**src/rtl/regfile_write_arbiter_if.sv**
```systemverilog
// Write-port bundle between the WB stage, the MD unit and the register file write port.
// Carries the WB request/stall, the MD valid/ready push and the granted rf_* write.
interface regfile_write_arbiter_if;
    logic        wb_we;
    logic [4:0]  wb_rd;
    logic [31:0] wb_data;
    logic        wb_stall;
    logic        md_valid;
    logic [4:0]  md_rd;
    logic [31:0] md_data;
    logic        md_ready;
    logic [31:0] md_pending;
    logic        rf_we;
    logic [4:0]  rf_rd;
    logic [31:0] rf_wd;

    modport master (
        output wb_we, wb_rd, wb_data, md_valid, md_rd, md_data,
        input  wb_stall, md_ready, md_pending, rf_we, rf_rd, rf_wd
    );

    modport slave (
        input  wb_we, wb_rd, wb_data, md_valid, md_rd, md_data,
        output wb_stall, md_ready, md_pending, rf_we, rf_rd, rf_wd
    );
endinterface

```
**src/rtl/regfile_write_arbiter.sv**
```systemverilog
// Shares the single register-file write port between WB (priority) and a queued MD result stream.
// Latency: WB writes pass through combinationally; an MD result is writable one cycle after its push.
// Backpressure: md_ready drops while the MD FIFO is full; wb_stall holds WB for one forced MD write.
module regfile_write_arbiter #(
    parameter int DEPTH    = 4,
    parameter int MAX_WAIT = 8
) (
    input  logic                   clk,
    input  logic                   rst,
    regfile_write_arbiter_if.slave bus
);
    localparam int PW = $clog2(DEPTH);
    localparam int CW = PW + 1;
    localparam int AW = $clog2(MAX_WAIT + 1);

    typedef enum logic [1:0] {IDLE, DRAIN, FORCE} state_e;

    typedef struct packed {
        logic        live;
        logic [4:0]  rd;
        logic [31:0] data;
    } entry_t;

    state_e        state_q, state_d;
    entry_t        fifo_q [DEPTH];
    entry_t        fifo_d [DEPTH];
    logic [PW-1:0] rd_ptr_q, rd_ptr_d;
    logic [PW-1:0] wr_ptr_q, wr_ptr_d;
    logic [CW-1:0] count_q, count_d;
    logic [AW-1:0] age_q, age_d;
    logic [31:0]   pending_q, pending_d;

    entry_t      head;
    logic        wb_wr, md_rdy, push, pop, grant, md_wr, force_wr;
    logic        rf_we_c;
    logic [4:0]  rf_rd_c;
    logic [31:0] rf_wd_c;

    always_comb begin
        head     = fifo_q[rd_ptr_q];
        wb_wr    = bus.wb_we && (bus.wb_rd != 5'd0);
        md_rdy   = count_q < CW'(DEPTH);
        push     = bus.md_valid && md_rdy && (bus.md_rd != 5'd0);
        grant    = 1'b0;
        pop      = 1'b0;
        md_wr    = 1'b0;
        force_wr = 1'b0;
        age_d    = age_q;

        case (state_q)
            IDLE: grant = wb_wr;
            default: begin
                // A cancelled head is discarded without using the port, so WB keeps it.
                if (!head.live) begin
                    pop   = 1'b1;
                    grant = wb_wr;
                    age_d = '0;
                end else if (state_q == FORCE) begin
                    force_wr = 1'b1;
                    md_wr    = 1'b1;
                    pop      = 1'b1;
                    age_d    = '0;
                end else if (wb_wr) begin
                    grant = 1'b1;
                    if (age_q != AW'(MAX_WAIT)) age_d = age_q + AW'(1);
                end else begin
                    md_wr = 1'b1;
                    pop   = 1'b1;
                    age_d = '0;
                end
            end
        endcase

        rf_we_c = grant || md_wr;
        rf_rd_c = md_wr ? head.rd   : (grant ? bus.wb_rd   : 5'd0);
        rf_wd_c = md_wr ? head.data : (grant ? bus.wb_data : 32'd0);

        // A granted WB write is younger than every queued result to the same rd.
        for (int i = 0; i < DEPTH; i++) begin
            fifo_d[i] = fifo_q[i];
            if (grant && (fifo_q[i].rd == bus.wb_rd)) fifo_d[i].live = 1'b0;
        end

        rd_ptr_d = rd_ptr_q;
        wr_ptr_d = wr_ptr_q;
        if (pop) begin
            fifo_d[rd_ptr_q].live = 1'b0;
            rd_ptr_d = rd_ptr_q + PW'(1);
        end
        if (push) begin
            fifo_d[wr_ptr_q] = '{live: 1'b1, rd: bus.md_rd, data: bus.md_data};
            wr_ptr_d = wr_ptr_q + PW'(1);
        end
        count_d = count_q + CW'(push) - CW'(pop);

        pending_d = '0;
        for (int i = 0; i < DEPTH; i++) begin
            if (fifo_d[i].live) pending_d[fifo_d[i].rd] = 1'b1;
        end

        if (count_d == '0)                 state_d = IDLE;
        else if (age_d == AW'(MAX_WAIT))   state_d = FORCE;
        else                               state_d = DRAIN;
    end

    always_ff @(posedge clk) begin
        if (!rst) begin
            state_q   <= IDLE;
            rd_ptr_q  <= '0;
            wr_ptr_q  <= '0;
            count_q   <= '0;
            age_q     <= '0;
            pending_q <= '0;
            for (int i = 0; i < DEPTH; i++) fifo_q[i] <= '0;
        end else begin
            state_q   <= state_d;
            rd_ptr_q  <= rd_ptr_d;
            wr_ptr_q  <= wr_ptr_d;
            count_q   <= count_d;
            age_q     <= age_d;
            pending_q <= pending_d;
            for (int i = 0; i < DEPTH; i++) fifo_q[i] <= fifo_d[i];
        end
    end

    assign bus.rf_we      = rst && rf_we_c;
    assign bus.rf_rd      = rst ? rf_rd_c : 5'd0;
    assign bus.rf_wd      = rst ? rf_wd_c : 32'd0;
    assign bus.wb_stall   = rst && force_wr;
    assign bus.md_ready   = rst && md_rdy;
    assign bus.md_pending = rst ? pending_q : 32'd0;
endmodule

```
**src/flat_wrapper.sv**
```systemverilog
// flat-port wrapper written by rule: the top's interface ports become plain ports
module regfile_write_arbiter_flat 
#(
    parameter int DEPTH    = 4,
    parameter int MAX_WAIT = 8
)
  (clk, rst, bus_wb_we, bus_wb_rd, bus_wb_data, bus_md_valid, bus_md_rd, bus_md_data, bus_wb_stall, bus_md_ready, bus_md_pending, bus_rf_we, bus_rf_rd, bus_rf_wd);
  regfile_write_arbiter_if bus_i ();
  input  logic clk;
  input  logic rst;
  input wire logic [$bits(bus_i.wb_we)-1:0] bus_wb_we;
  input wire logic [$bits(bus_i.wb_rd)-1:0] bus_wb_rd;
  input wire logic [$bits(bus_i.wb_data)-1:0] bus_wb_data;
  input wire logic [$bits(bus_i.md_valid)-1:0] bus_md_valid;
  input wire logic [$bits(bus_i.md_rd)-1:0] bus_md_rd;
  input wire logic [$bits(bus_i.md_data)-1:0] bus_md_data;
  output wire logic [$bits(bus_i.wb_stall)-1:0] bus_wb_stall;
  output wire logic [$bits(bus_i.md_ready)-1:0] bus_md_ready;
  output wire logic [$bits(bus_i.md_pending)-1:0] bus_md_pending;
  output wire logic [$bits(bus_i.rf_we)-1:0] bus_rf_we;
  output wire logic [$bits(bus_i.rf_rd)-1:0] bus_rf_rd;
  output wire logic [$bits(bus_i.rf_wd)-1:0] bus_rf_wd;
  assign bus_i.wb_we = bus_wb_we;
  assign bus_i.wb_rd = bus_wb_rd;
  assign bus_i.wb_data = bus_wb_data;
  assign bus_i.md_valid = bus_md_valid;
  assign bus_i.md_rd = bus_md_rd;
  assign bus_i.md_data = bus_md_data;
  assign bus_wb_stall = bus_i.wb_stall;
  assign bus_md_ready = bus_i.md_ready;
  assign bus_md_pending = bus_i.md_pending;
  assign bus_rf_we = bus_i.rf_we;
  assign bus_rf_rd = bus_i.rf_rd;
  assign bus_rf_wd = bus_i.rf_wd;
  regfile_write_arbiter #(.DEPTH(DEPTH), .MAX_WAIT(MAX_WAIT)) u_core (.clk(clk), .rst(rst), .bus(bus_i));
endmodule
```
**config.mk**
```make
export PLATFORM = sky130hd
export DESIGN_NAME = regfile_write_arbiter_flat
export DESIGN_NICKNAME = d
export VERILOG_FILES = /design/src/rtl/regfile_write_arbiter_if.sv /design/src/rtl/regfile_write_arbiter.sv /design/src/flat_wrapper.sv
export SDC_FILE = /design/constraint.sdc
export NUM_CORES = 1
export LEC_CHECK = 0
export ABC_AREA = 1
export BUFFER_PORTS_ARGS = -buffer_cell sky130_fd_sc_hd__buf_4
export CAP_MARGIN = 20
export CORE_MARGIN = 3
export CORE_UTILIZATION = 35
export CTS_BUF_LIST = sky130_fd_sc_hd__clkbuf_8
export DETAILED_ROUTE_END_ITERATION = 7
export GPL_TIMING_DRIVEN = 1
export PLACE_DENSITY = 0.54
export SYNTH_ARGS = -nofsm -noshare
export SYNTH_HDL_FRONTEND = slang
export SYNTH_SLANG_ARGS = --single-unit
```
**constraint.sdc**
```tcl
create_clock -name clk -period 5.48 [get_ports clk]
set_input_delay 0.274 -clock clk [delete_from_list [all_inputs] [get_ports clk]]
set_output_delay 0.274 -clock clk [all_outputs]
set_load 0.01 [all_outputs]
```
---- Word-level counts from Yosys, hierarchy flattened ----
Memories as Yosys holds them, arrays and structs flattened. A register that Yosys moved wholly into a read port is not among the register bits.
Cells that the tools add are included.
word-level totals
  RAM bits ................................ 152
  bits in latches ......................... 0
  bits in read-only memories .............. 0
  flip-flop bits (word level) ............. 45
  output and inout port bits .............. 72
  memories kept ........................... 1
operators by class
  eq/ne operators ......................... 7
  add/sub/neg operators ................... 5
  $mul .................................... 0
  divide/modulo/power cells ............... 0
  reduce and logical (&&, ||, !) cells .... 22
  multiplexer cells ....................... 58
  shift operators ......................... 0
  $lt $le $gt $ge ......................... 13
  bitwise gates (word level) .............. 10
memories
  name           words  width  read ports  clocked after Yosys merged registers in  wr ports  line                         source
  u_core.fifo_q  4      38     5           1                                        4         regfile_write_arbiter.sv:25  entry_t fifo_q [DEPTH];
operators with widths
  kind                   count
  $bwmux W152            2
  $mux W152              2
  $mux W32               8
  $mux W38               6
  $demux W38 S2          2
  $or A32 B32 Y32        3
  $lt A5 B6 Y1 const B   4
  $mux W1                23
  $demux W1 S5           4
  $eq A5 B5 Y1           4
  $ge A5 B1 Y1 const B   4
  $mux W4                5
  $logic_and A1 B1 Y1    16
  $mux W5                3
  $reduce_bool A5 Y1     2
  $ge A3 B3 Y1 const B   2
  $lt A3 B1 Y1 const B   2
  $mux W2                3
  $not A2 Y3             2
  $add A2 B1 Y2 const B  2
  $add A4 B1 Y4 const B  1
  $eq A4 B4 Y1 const B   1
  $ne A4 B4 Y1 const B   1
  $or A1 B1 Y1           4
  9 further kinds        9

---- Depth between registers and ports, before layout ----
Gate-level depths: netlist of the first run.
  depth in word-level cells ............... 23
  depth in mapped cells ................... 19
  gate-level depth less buffers ........... 18

---- Worst setup path before layout of the first run ----
No wires, ideal clock.
  path type ............................... input to register
  from .................................... in bus_wb_rd[2]
  to ...................................... reg u_core.state_q[1]
  stages .................................. 18
  slack ................................... 2.796 ns
  buffers on the path ..................... 1
  arrival time ............................ 2.592 ns
  required time ........................... 5.388 ns
  path through ............................ buf_2 nor2_1 nand3_1 nand2_1 nor2_1 nand2_1 nand2_1 inv_1 ha_1 inv_1 ha_1 inv_1 fa_1 xnor2_1 xor2_1 nand3_1 nand2_1 nor4_1
between the ends
  longest elaborated chain between the ends .. 9
RTL lines
  what                        line                          source
  start, declared             flat_wrapper.sv:12            input wire logic [$bits(bus_i.wb_rd)-1:0] bus_wb_rd;
  $reduce_bool A5 Y1 *        regfile_write_arbiter.sv:41   wb_wr = bus.wb_we && (bus.wb_rd != 5'd0);
  $logic_and A1 B1 Y1 *       regfile_write_arbiter.sv:41
  $mux W1                     regfile_write_arbiter.sv:63   end else if (wb_wr) begin
  $mux W1                     regfile_write_arbiter.sv:58   end else if (state_q == FORCE) begin
  $mux W1                     regfile_write_arbiter.sv:54   if (!head.live) begin
  $mux W1                     regfile_write_arbiter.sv:50   case (state_q)
  $sub A3 B1 Y3               regfile_write_arbiter.sv:94   count_d = count_q + CW'(push) - CW'(pop);
  $logic_not A3 Y1            regfile_write_arbiter.sv:101  if (count_d == '0) state_d = IDLE;
  $reduce_or A2 Y1 (no line)  n/a
  end signal, assigned        regfile_write_arbiter.sv:116  state_q <= state_d;
  end, declared               regfile_write_arbiter.sv:24   state_e state_q, state_d;
Every way passes the cells marked *; elsewhere a longest branch is shown, timed or not.
A chain may end at the register's enable or synchronous reset.

==> results of run 1 <==
[through the flow]
stage | power, mW | std cells | worst slack (ns) | area (um2) | hold WS, ns
finish | 4.838 | 2287 | 1.418 | 12880 | 0.05918
global route | 5.207 | 2287 | 1.118 | 12880 | 0.03691
CTS | 4.847 | 2286 | 1.439 | 12860 | 0.02864
detailed placement | 3.826 | 2254 | 1.688 | 12440 | 0.4386
global placement | 3.806 | 2253 | 1.457 | 12410 | 0.4351
floorplan | 3.202 | 1815 | 2.796 | 11230 | 0.4245
[Yosys cell counts]
cell,n,area [um2]
a211oi_1,4,30.03
nand2_4,1,11.26
buf_1,9,33.78
a21oi_1,282,1411
nand4_1,3,18.77
a21oi_4,1,16.27
nor4_1,1,6.260
xor2_1,15,131.4
fa_1,1,20.02
nand3_1,110,550.5
clkbuf_1,64,240.2
nand2_2,25,156.4
nor2_2,2,12.51
inv_2,13,48.80
nor3_1,34,170.2
buf_6,2,22.52
o21ai_0,162,810.8
clkinv_1,2,7.510
dfxtp_1,199,3984
xnor2_1,2,17.52
nor2_1,245,919.6
inv_1,160,600.6
nor2_4,1,11.26
nand2_1,417,1565
buf_2,39,195.2
ha_1,12,150.1
nand4_4,1,21.27
mux2_2,1,11.26
buf_4,7,52.55
[logic make-up (layout without fill, tap and decap cells)]
logic type / Yosys count / count (layout)
mux: 1 / 1
simple gates: 840 / 840
compound gates: 449 / 449
flops: 199 / 199
fa+ha+maj: 13 / 13
xor+xnor: 17 / 17
buf+inv: 296 / 372
[power by group]
| part | total (mW) | internal, mW | switching [mW] |
|---|---|---|---|
| Combinational | 2.04 | 0.594 | 1.45 |
| Clock | 1.02 | 0.362 | 0.657 |
| Sequential | 1.78 | 1.62 | 0.157 |
| Total | 4.84 | 2.58 | 2.26 |
[critical path, delay by kind of cell, from the launching register on]
family / cells / cell delay [ns]
buffers and inverters: 3 / 0.94
AOI/OAI and AO/OA: 2 / 0.86
and+or+nand+nor: 5 / 0.57
DFF: 1 / 0.85
[worst min path at each step]
stage	slack (ns)	end	cells after the start	from
final	0.06	u_core.fifo_q[3][11]	3	bus_md_data[11]
after global routing	0.04	u_core.fifo_q[3][21]	3	bus_md_data[21]
after CTS	0.03	u_core.fifo_q[1][21]	3	bus_md_data[21]
after detailed placement	0.44	u_core.fifo_q[2][3]	2	u_core.fifo_q[2][3]
after global placement	0.44	u_core.fifo_q[2][9]	2	u_core.fifo_q[2][9]
after floorplan	0.42	u_core.fifo_q[0][10]	2	u_core.fifo_q[0][10]
[state kept, by name, indices dropped and copies added (netlist names), named ones only]
register,count
u_core.count_q,3
u_core.wr_ptr_q,2
u_core.rd_ptr_q,2
u_core.pending_q,32
u_core.fifo_q,152
u_core.age_q,4
u_core.state_q,2
[routing by layer]
layer / GRT usage (%) / routed length, um
met1: 31.82 / 18590
met2: 33.61 / 16000
met3: 4.262 / 2550
met4: 5.222 / 452
met5: 0 / 13
[cell type report]
type | count | area, um2
fillers | 3491 | 18190
multi-input cells | 1320 | 6047
flip-flops and latches | 199 | 3988
repair buffers | 165 | 1266
inverters | 175 | 659.4
well taps | 396 | 495.5
clock buffers | 17 | 234.0
clock inverters | 15 | 190.2
==> implementation parameters, run 1 <==
Parameter                              Value

Yosys
  Ys Warns    0
  Synthesized-area fraction occupied by xor and xnor cells    ~1.3%
  Post-Synthesis Cells    between 1500 and 2000
  Fraction of the yosys area taken by sequential cells    a little over a third
  Portion of netlist area occupied by mux cells    less than 1%
  Arithmetic-cell share of the synthesized area counting full adders, half adders and majority gates    1.516%
  Average cell area after synthesis    just over 6 um2
  Post-synthesis share of cell area spent on and, or, nand and nor gates    30.67%
  Compound-gate portion of the synthesized area    around 20%
  Post-Syn Nets    approximately 1900
  Yosys reg bits    about 200
  Total standard cell area after synthesis    approximately 11000 um2
  Count of distinct cell types in the synthesized netlist    29
  Combinational family with the most area after synthesis    simple AND/OR/NAND/NOR gates

Clock network
  Clock transition at the register clock pins on the worst setup and hold paths after CTS    0.12 ns
  Buffer levels on the longest clock path    2
  Count of H-tree levels built during CTS    4
  Total CTS buffers    17
  TritonCTS clock tree    done
  Number of buffers inserted by hold repair at cts    0
  Insertion delay of the later-clocked pin in the worst-skew pair    0.51 ns
  CTS Root Cell    clkbuf_8
  Total setup buffers inserted after CTS    0
  Number of sinks on the clock net    approximately 200
  Gates resized, CTS repair    0

Final layout
  Share of the core filled with cells in the final layout    approximately 41%
  Diodes inserted    0
  Area Overhead vs Synth    14.72%
  Most frequent standard cell in the layout excluding fill and tap cells    nand2_1
  Total number of nets in the final design    about 2000
  Most frequent cells in the layout    nand2_1 (415), a21oi_1 (282), nor2_1 (245), dfxtp_1 (198), buf_4 (163)
  Layout cells sized above 1    a little over an eighth

GRT
  Global-route wire length before repair    roughly 60000 um
  Via count of the first global-routing pass    10970
  Maximum number of pins on one net before global-route repair    83
  Total track usage    a little over a fifth
  Initial antenna violation count    1
  Total gr overflow    0

Floorplanning
  Cell Rows    64
  Die extent in y    ~190 um
  Initial core utilization    between 30 and 40%
  Chip width    roughly 190 um
  Floorplan die area    approximately 34000 um2
  Area inside the core boundary    between 30000 and 40000 um2
  Ports placed on the boundary    150

Setup path
  Crit path to    bus_rf_rd[1]
  Launching element type of the critical path    register
  Category of the most critical setup path    register to output pin
  Worst r2r path cells    10
  Endpoint of the worst-slack reg-to-reg timing path    u_core.pending_q[2]
  Ordered list of cells on the worst path    nand2_1, nand3_1, nand2_1, nor2_2, buf_4, nand2_2, a21oi_4, inv_2, a211oi_1, buf_4
  Critical Path End Type    output pin
  Critical Path RT    about 5.2 ns
  Slowest stage delay, CP    0.85 ns
  CP arrival    approximately 3.8 ns
  Critical Path Fanout Max    82
  Internal reg-to-reg setup slack    1.69 ns
  Worst-path cell with the longest stage delay    dfxtp_4
  Startpoint of the lowest-slack register-to-register path    u_core.count_q[2]

Placed design
  Weighted congestion reported at the end of routability-driven placement    roughly 0.9
  Port Buffers    around 150
  Sum of net half-perimeters after detailed placement    24340 um

STA
  Fin Clk Skew    approximately 0.029 ns
  Slew margin rel.    roughly 29%
  Min Clock Period, post-route    approximately 4.1 ns
  Highest clock rate    0.2462 GHz
  RSZ-0062 raised after global routing    false
  Hold Violations, Final    0
  Final worst path period share    approximately three quarters
  Setup total negative slack    0 ns
  Final setup vio count    0
  Count of pins over their slew limit    0
  Worst Tran Pin Value    1.070 ns

Drt
  Wirelength per Cell    approximately 16 um
  Remaining DRCs    0
  1st-iter DRT viols    892
  Vias    11600
  Number of detailed-routing iterations run before antenna repair    6
  Number of nets with antenna violations after detailed routing    0
  DRT Wirelength    37610 um
  Post-detailed-route via-to-cell ratio    about 5.1

Power
  Areal power density over the cells    375.6 nW/um2
  Peak ir drop on the vdd network    about 180 uV
  Static power due to leakage    5.683 nW

Hold path
  Classification of the worst-slack hold path    input port to register

Job
  Max-cap check violation count    0

Outcome
  Result of the run    completed
Note: power is estimated with default switching activity, not from simulation.
==> inputs of run 2 (changes only) <==
--- a/config.mk
+++ b/config.mk
@@ -5,7 +5,7 @@
 export SDC_FILE = /design/constraint.sdc
 export NUM_CORES = 1
 export LEC_CHECK = 0
-export ABC_AREA = 1
+export ABC_AREA = 0
 export BUFFER_PORTS_ARGS = -buffer_cell sky130_fd_sc_hd__buf_4
 export CAP_MARGIN = 20
 export CORE_MARGIN = 3
==> constraint.sdc (replaced) <==
create_clock -name clk -period 4.1 [get_ports clk]
set_input_delay 0.205 -clock clk [delete_from_list [all_inputs] [get_ports clk]]
set_output_delay 0.205 -clock clk [all_outputs]
set_load 0.01 [all_outputs]
==> run 2 against run 1 <==
Worst setup slack got worse by 0.46 ns. Combinational power fell by 18%. Register-to-register slack got worse by 0.73 ns. Largest cell class unchanged. Clock skew fell by 0.012 ns. Synthesized area fell by 4.8%.
==> implementation parameters, run 2 <==
Parameter                              Value

Yosys
  Most used DFF post-synth    dfxtp_1
  Average cell area after synthesis    7.746 um2 (+25%)
  Number of enable-type register cells in the synthesized netlist    0 (unchanged)
  Most instantiated library cell after synthesis    nand2_1
  Synth area leaders    dfxtp_1 (37%), nand2_1 (14%), a21oi_1 (9.5%)
  Total standard cell area after synthesis    10690 um2 (-4.8%)
  Yosys reg bits    199 (unchanged)
  Ranking of synthesized cells by instance count    nand2_1 (395), a21oi_1 (203), dfxtp_1 (199)
  Fraction of the yosys area taken by sequential cells    37.27% (+1.8 points)
  Count of distinct cell types in the synthesized netlist    62 (+110%)
  Fraction of post-synthesis cell area in the top cell type by area    37.27% (+1.8 points)
  Ys Warns    0 (unchanged)
  Top cell type by total area after synthesis    dfxtp_1
  Post-Syn Nets    1471 (-23%)
  Post-Synthesis Cells    1380 (-24%)
  Post-synth ARST share    0% (unchanged)

Final layout
  Register with the most flip-flops    u_core.fifo_q
  Layout cells sized above 1    18.74% (+5.7 points)
  Most frequent cells in the layout    nand2_1 (395), a21oi_1 (199), dfxtp_1 (197), buf_4 (179), nand3_1 (44)
  Number of standard cells in the layout, taps in and fillers out    1896 (-17%)
  Area Overhead vs Synth    21.25%
  Fillcell total    3006 (-14%)
  Registers with the most flip-flops    u_core.fifo_q (152), u_core.pending_q (32), u_core.age_q (4)
  Multi-input gate area in the final layout    6232 um2 (+3.1%)
  Number of flip-flops under the largest register name    152 (unchanged)
  Most frequent standard cell in the layout excluding fill and tap cells    nand2_1
  Total number of nets in the final design    1583 (-20%)
  Share of the core filled with cells in the final layout    43.38% (+1.9 points)
  Footprint of the flip-flops and latches    3986 um2 (about the same)

GRT
  Maximum number of pins on one net before global-route repair    171 (+110%)
  Initial antenna violation count    1 (unchanged)
  Layer with the highest usage after global routing    met2
  GRT met1 Usage    28.11% (-3.7 points)
  Total gr overflow    0 (unchanged)
  Via count of the first global-routing pass    10180 (-7.3%)
  Met2 track demand over resource in global routing    35.10% (+1.5 points)
  Total track usage    21.21% (-0.73 points)
  Global-route wire length before repair    56240 um (-6.0%)
  GR Util met3    3.382% (-0.88 points)

Setup path
  Critical Path End Type    register
  Top cell family by delay on the critical path    compound AO/OA/AOI/OAI gates
  Category of the most critical setup path    register to register
  Launching element type of the critical path    register
  CP arrival    3.54 ns (-0.25 ns)
  Critical Path RT    4.49 ns (-0.72 ns)
  Worst-path cell with the longest stage delay    a2111oi_2
  Ordered list of cells on the worst path    inv_1, ha_1, and3b_1, o21ai_4, buf_4, a2111oi_2, a22oi_1, o21ai_1
  Critical Path Fanout Max    35 (-57%)
  Count of buffering cells on the critical path with inverters included    2 (-1)
  Slowest stage delay, CP    0.82 ns (-0.03 ns)

Power
  Areal power density over the cells    403.1 nW/um2 (+7.3%)
  Peak ir drop on the vdd network    285.6 uV (+59%)
  Static power due to leakage    4.650 nW (-18%)

Drt
  Vias    10390 (-10%)
  Remaining DRCs    0 (unchanged)
  Number of nets with antenna violations after detailed routing    0 (unchanged)
  Wirelength per Cell    18.65 um (+13%)
  DRT Wirelength    35370 um (-5.9%)
  Number of detailed-routing iterations run before antenna repair    5 (-1)
  Post-detailed-route via-to-cell ratio    5.482 (+8.1%)
  1st-iter DRT viols    994 (+11%)

Placed design
  Sum of net half-perimeters after detailed placement    22920 um (-5.8%)
  Weighted congestion reported at the end of routability-driven placement    0.9209 (+2.4%)
  Cell count after placement    1828 (-19%)
  Port Buffers    149 (unchanged)

Clock network
  Count of H-tree levels built during CTS    4 (unchanged)
  Buffer levels on the longest clock path    2 (unchanged)
  CTS Root Cell    clkbuf_8
  Gates resized, CTS repair    0 (unchanged)
  TritonCTS clock tree    done
  Total CTS buffers    17 (unchanged)
  Insertion delay of the later-clocked pin in the worst-skew pair    0.48 ns (-0.03 ns)
  Clock transition at the register clock pins on the worst setup and hold paths after CTS    0.12 ns (about the same)
  Number of sinks on the clock net    199 (unchanged)

Floorplanning
  Die extent in y    180.8 um (-2.3%)
  Ports placed on the boundary    150 (unchanged)
  Cell Rows    63 (-1.6%)
  Chip width    180.8 um (-2.3%)
  Area inside the core boundary    29870 um2 (-3.8%)
  Initial core utilization    35.78% (-0.36 points)
  Floorplan die area    32670 um2 (-4.6%)

STA
  RSZ-0062 raised after global routing    false
  Setup total negative slack    0 ns (unchanged)
  Worst Tran Pin Value    1.039 ns (-0.03028 ns)
  Count of pins over their slew limit    0 (unchanged)
  Min Clock Period, post-route    around 3.1 ns
  Final setup vio count    0 (unchanged)
  Final worst path period share    between 70% and 80%
  Fin Clk Skew    0.01707 ns (-0.01188 ns)
  Hold Violations, Final    0 (unchanged)
  Slew margin rel.    30.29% (+1.8 points)
  Highest clock rate    0.3182 GHz

Outcome
  Result of the run    completed

Hold path
  Classification of the worst-slack hold path    input port to register

Job
  Max-cap check violation count    0 (unchanged)
==> run 2: changes by cell type after synthesis, sizes merged, moves of 18 or more <==
cell	before	now
mux4	0	38
nor3	34	5
xnor2	2	20
nand2	443	395
inv	173	28
and2	0	40
nor2	248	41
clkbuf	64	90
a21oi	283	203
o21ai	162	37
a31oi	0	18
buf	57	32
a22oi	0	31
nand3	110	44
==> run 2: metal layers <==
metal	up-vias	part of all wire, %
met1	4929	45
met2	396	47
li1	5011	-
met3	58	5.9
met4	0	2.3
met5	-	0
==> run 2: kinds of logic after synthesis <==
| family | share of synthesized area, % |
|---|---|
| flops | 37.27 |
| fa+ha+maj | 1.592 |
| xor+xnor | 2.048 |
| mux | 8.978 |
| simple gates | 24.63 |
| compound gates | 19.99 |
| buf+inv | 5.490 |
==> run 2: layout make-up <==
type | count | share of cell area (%)
diodes | 1 | 0.01931
well taps | 390 | 3.765
repair buffers | 215 | 13.25
inverters | 28 | 0.8303
multi-input cells | 1031 | 48.09
clock inverters | 15 | 1.487
clock buffers | 17 | 1.805
flip-flops and latches | 199 | 30.76
==> run 2: power breakdown <==
part | internal (mW) | switching [mW]
logic | 0.663 | 1.02
registers | 2.09 | 0.135
clock network | 0.479 | 0.839
total | 3.23 | 1.99
==> run 2: timing repair <==
action | in CTS | in global routing
hold buffers | 32 | 0
hold endpoints to repair | 128 | 0
buffers inserted | 0 | 0
==> run 2: final timing paths <==
path | slack (ns) | end | depth (start not counted) | start
max | 0.96 | u_core.pending_q[8] | 8 | u_core.wr_ptr_q[1]
min reg2reg | 0.46 | u_core.fifo_q[1][31] | 2 | u_core.fifo_q[1][31]
max reg2reg | 0.96 | u_core.pending_q[8] | 8 | u_core.wr_ptr_q[1]
min | 0.05 | u_core.fifo_q[0][36] | 3 | bus_md_rd[4]
==> run 2: worst min-delay path, stage by stage <==
cell	delay, ns
buf_4	0.17
nand2_1	0.07
a21oi_1	0.05
==> run 2: stage by stage <==
| stage | area, um2 | setup slack [ns] | total power, mW | hold WS (ns) |
|---|---|---|---|---|
| 6_report | 12960 | 0.9569 | 5.224 | 0.05237 |
| 5_1_grt | 12960 | 0.7080 | 5.535 | 0.05377 |
| 4_1_cts | 12920 | 0.9483 | 5.271 | 0.02644 |
| 3_5_place_dp | 12180 | 0.8232 | 3.920 | 0.4437 |
| 3_3_place_gp | 12180 | 0.8565 | 3.910 | 0.4389 |
| 2_1_floorplan | 10690 | 1.024 | 3.357 | 0.3410 |
==> inputs of run 3 (changes only) <==
--- a/config.mk
+++ b/config.mk
@@ -13,7 +13,7 @@
 export CTS_BUF_LIST = sky130_fd_sc_hd__clkbuf_8
 export DETAILED_ROUTE_END_ITERATION = 7
 export GPL_TIMING_DRIVEN = 1
-export PLACE_DENSITY = 0.54
+export PLACE_DENSITY = 0.56
 export SYNTH_ARGS = -nofsm -noshare
 export SYNTH_HDL_FRONTEND = slang
 export SYNTH_SLANG_ARGS = --single-unit
==> constraint.sdc (replaced) <==
create_clock -name clk -period 2.71 [get_ports clk]
set_input_delay 0.1355 -clock clk [delete_from_list [all_inputs] [get_ports clk]]
set_output_delay 0.1355 -clock clk [all_outputs]
set_load 0.01 [all_outputs]
==> run 3 against run 2 <==
Fmax up 17%. Critical path depth up 5. Worst setup slack worse by 0.94 ns. First-iteration DRC count down 5.1%. Largest cell class unchanged.
==> implementation parameters, run 3 (synthesis results as in run 2) <==
Parameter                              Value

Floorplanning
  Die extent in y    180.8 um (unchanged)
  Floorplan die area    32670 um2 (unchanged)
  Cell Rows    63 (unchanged)
  Chip width    180.8 um (unchanged)
  Area inside the core boundary    29870 um2 (unchanged)
  Ports placed on the boundary    150 (unchanged)
  Initial core utilization    35.78% (unchanged)

GRT
  Via count of the first global-routing pass    10180 (+0.088%)
  Met2 track demand over resource in global routing    36.59% (+1.5 points)
  GRT met1 Usage    28.33% (+0.21 points)
  Total gr overflow    0 (unchanged)
  Maximum number of pins on one net before global-route repair    94 (-45%)
  GR Util met3    2.537% (-0.85 points)
  Total track usage    21.32% (+0.12 points)
  Global-route wire length before repair    56530 um (+0.53%)
  Layer with the highest usage after global routing    met2
  Initial antenna violation count    1 (unchanged)

Power
  Areal power density over the cells    612.4 nW/um2 (+52%)
  Post-route total power    8.237 mW (+58%)
  Static power due to leakage    4.897 nW (+5.3%)
  Peak ir drop on the vdd network    344.6 uV (+21%)

Final layout
  Registers with the most flip-flops    u_core.fifo_q (152), u_core.pending_q (32), u_core.age_q (4)
  Most frequent cells in the layout    nand2_1 (395), buf_4 (217), a21oi_1 (199), dfxtp_1 (197), nand3_1 (44)
  Fillcell total    2980 (-0.86%)
  Share of the core filled with cells in the final layout    45.02% (+1.6 points)
  Most frequent standard cell in the layout excluding fill and tap cells    nand2_1
  Final non-filler cell area    13450 um2 (+3.8%)
  Total number of nets in the final design    1627 (+2.8%)
  Register with the most flip-flops    u_core.fifo_q
  Number of standard cells in the layout, taps in and fillers out    1939 (+2.3%)
  Number of flip-flops under the largest register name    152 (unchanged)
  Layout cells sized above 1    21.76% (+3.0 points)
  Diodes inserted    0 (-1)
  Area Overhead vs Synth    25.83%

Setup path
  Cell seen most often among critical-path stages    ha_4
  Critical Path End Type    register
  Category of the most critical setup path    register to register
  Critical Path Fanout Max    3 (-91%)
  CP arrival    3.06 ns (-0.48 ns)
  Ordered list of cells on the worst path    mux4_2, o2111a_2, nor2_4, ha_4, inv_4, ha_4, inv_2, fa_2, xor2_2, xnor2_1, nand3b_1, nand2_1, nor2_1
  Critical Path RT    3.08 ns (-1.41 ns)
  Worst-path cell with the longest stage delay    mux4_2
  Top cell family by delay on the critical path    adder cells
  Count of buffering cells on the critical path with inverters included    2 (unchanged)
  Launching element type of the critical path    register
  Slowest stage delay, CP    0.53 ns (-0.29 ns)

Hold path
  Classification of the worst-slack hold path    input port to register

Clock network
  Insertion delay of the later-clocked pin in the worst-skew pair    0.50 ns (+0.02 ns)
  Total CTS buffers    17 (unchanged)
  Count of H-tree levels built during CTS    4 (unchanged)
  Number of sinks on the clock net    199 (unchanged)
  TritonCTS clock tree    done
  CTS Root Cell    clkbuf_8
  Clock transition at the register clock pins on the worst setup and hold paths after CTS    0.12 ns (about the same)
  Buffer levels on the longest clock path    2 (unchanged)

Placed design
  Sum of net half-perimeters after detailed placement    24040 um (+4.9%)
  Port Buffers    149 (unchanged)
  Weighted congestion reported at the end of routability-driven placement    0.9405 (+2.1%)
  Post-Place Cell Area    12530 um2 (+2.9%)
  Cell count after placement    1866 (+2.1%)

Drt
  1st-iter DRT viols    943 (-5.1%)
  Number of nets with antenna violations after detailed routing    0 (unchanged)
  Remaining DRCs    0 (unchanged)
  Number of detailed-routing iterations run before antenna repair    5 (unchanged)
  DRT Wirelength    36210 um (+2.4%)
  Vias    10590 (+1.8%)
  Wirelength per Cell    18.67 um (about the same)
  Post-detailed-route via-to-cell ratio    5.460 (-0.41%)

STA
  Min Clock Period, post-route    2.691 ns (-0.4518 ns)
  Fin Clk Skew    0.02088 ns (+0.003812 ns)
  Slew margin rel.    28.20% (-2.1 points)
  Final worst path period share    99.31% (+23 points)
  Final setup vio count    0 (unchanged)
  RSZ-0062 raised after global routing    true
  Highest clock rate    0.3716 GHz (+17%)
  Worst slack on hold paths    0.03605 ns (-0.01632 ns)
  Count of pins over their slew limit    0 (unchanged)
  Hold Violations, Final    0 (unchanged)
  Worst Tran Pin Value    1.063 ns (+0.02374 ns)

Job
  Max-cap check violation count    0 (unchanged)

Outcome
  Result of the run    completed
[run 3: repair_timing]
item | CTS | global route
cloned | 0 | 1
setup endpoints to repair | 1 | 54
buffers inserted | 0 | 5
endpoints found under the hold margin | 140 | 0
pin swaps | 1 | 3
resized for setup | 0 | 14
hold buffers | 35 | 0
[run 3: worst paths after layout]
path	startpoint	to	slack [ns]	depth (start not counted)
max	register	u_core.state_q[0]	0.02	13
min	bus_md_rd[1]	u_core.fifo_q[0][33]	0.04	3
max reg2reg	register	u_core.state_q[0]	0.02	13
min reg2reg	u_core.fifo_q[2][26]	u_core.fifo_q[2][26]	0.46	2
[run 3: power breakdown]
group	switching (mW)	internal, mW	leakage, nW
clock	1.31	0.727	0.209
combinational	1.64	1.20	3.07
sequential	0.196	3.16	1.61
[run 3: final cells by class]
class	count	area (um2)	share of cell area (%)
sequential	199	3986	29.64
clock inverter	15	197.7	1.470
clock buffer	17	234.0	1.740
tap	390	488.0	3.628
multi-input combinational	1031	6316	46.96
inverter	28	112.6	0.8372
timing repair buffer	259	2116	15.73
[run 3: routing by layer]
metal	vias to the layer above	share of wire (%)
li1	5106	-
met1	5077	44
met2	341	49
met3	60	4.7
met4	2	1.9
met5	-	0.036
[run 3: worst reg2reg max path, delay by kind of cell (launching register included)]
kind,cells,cell delay (ns)
flops,1,0.35
fa+ha+maj,3,0.67
compound gates,1,0.18
mux,1,0.54
simple gates,4,0.37
buf+inv,2,0.08
xor+xnor,2,0.38
[run 3: stage by stage]
step	setup TNS, ns	worst slack, ns
after floorplan	-0.03763	-0.02253
after global placement	0	0.02169
after detailed placement	0	0.003469
after CTS	0	0.006732
after global routing	-0.3800	-0.1650
final	0	0.01870
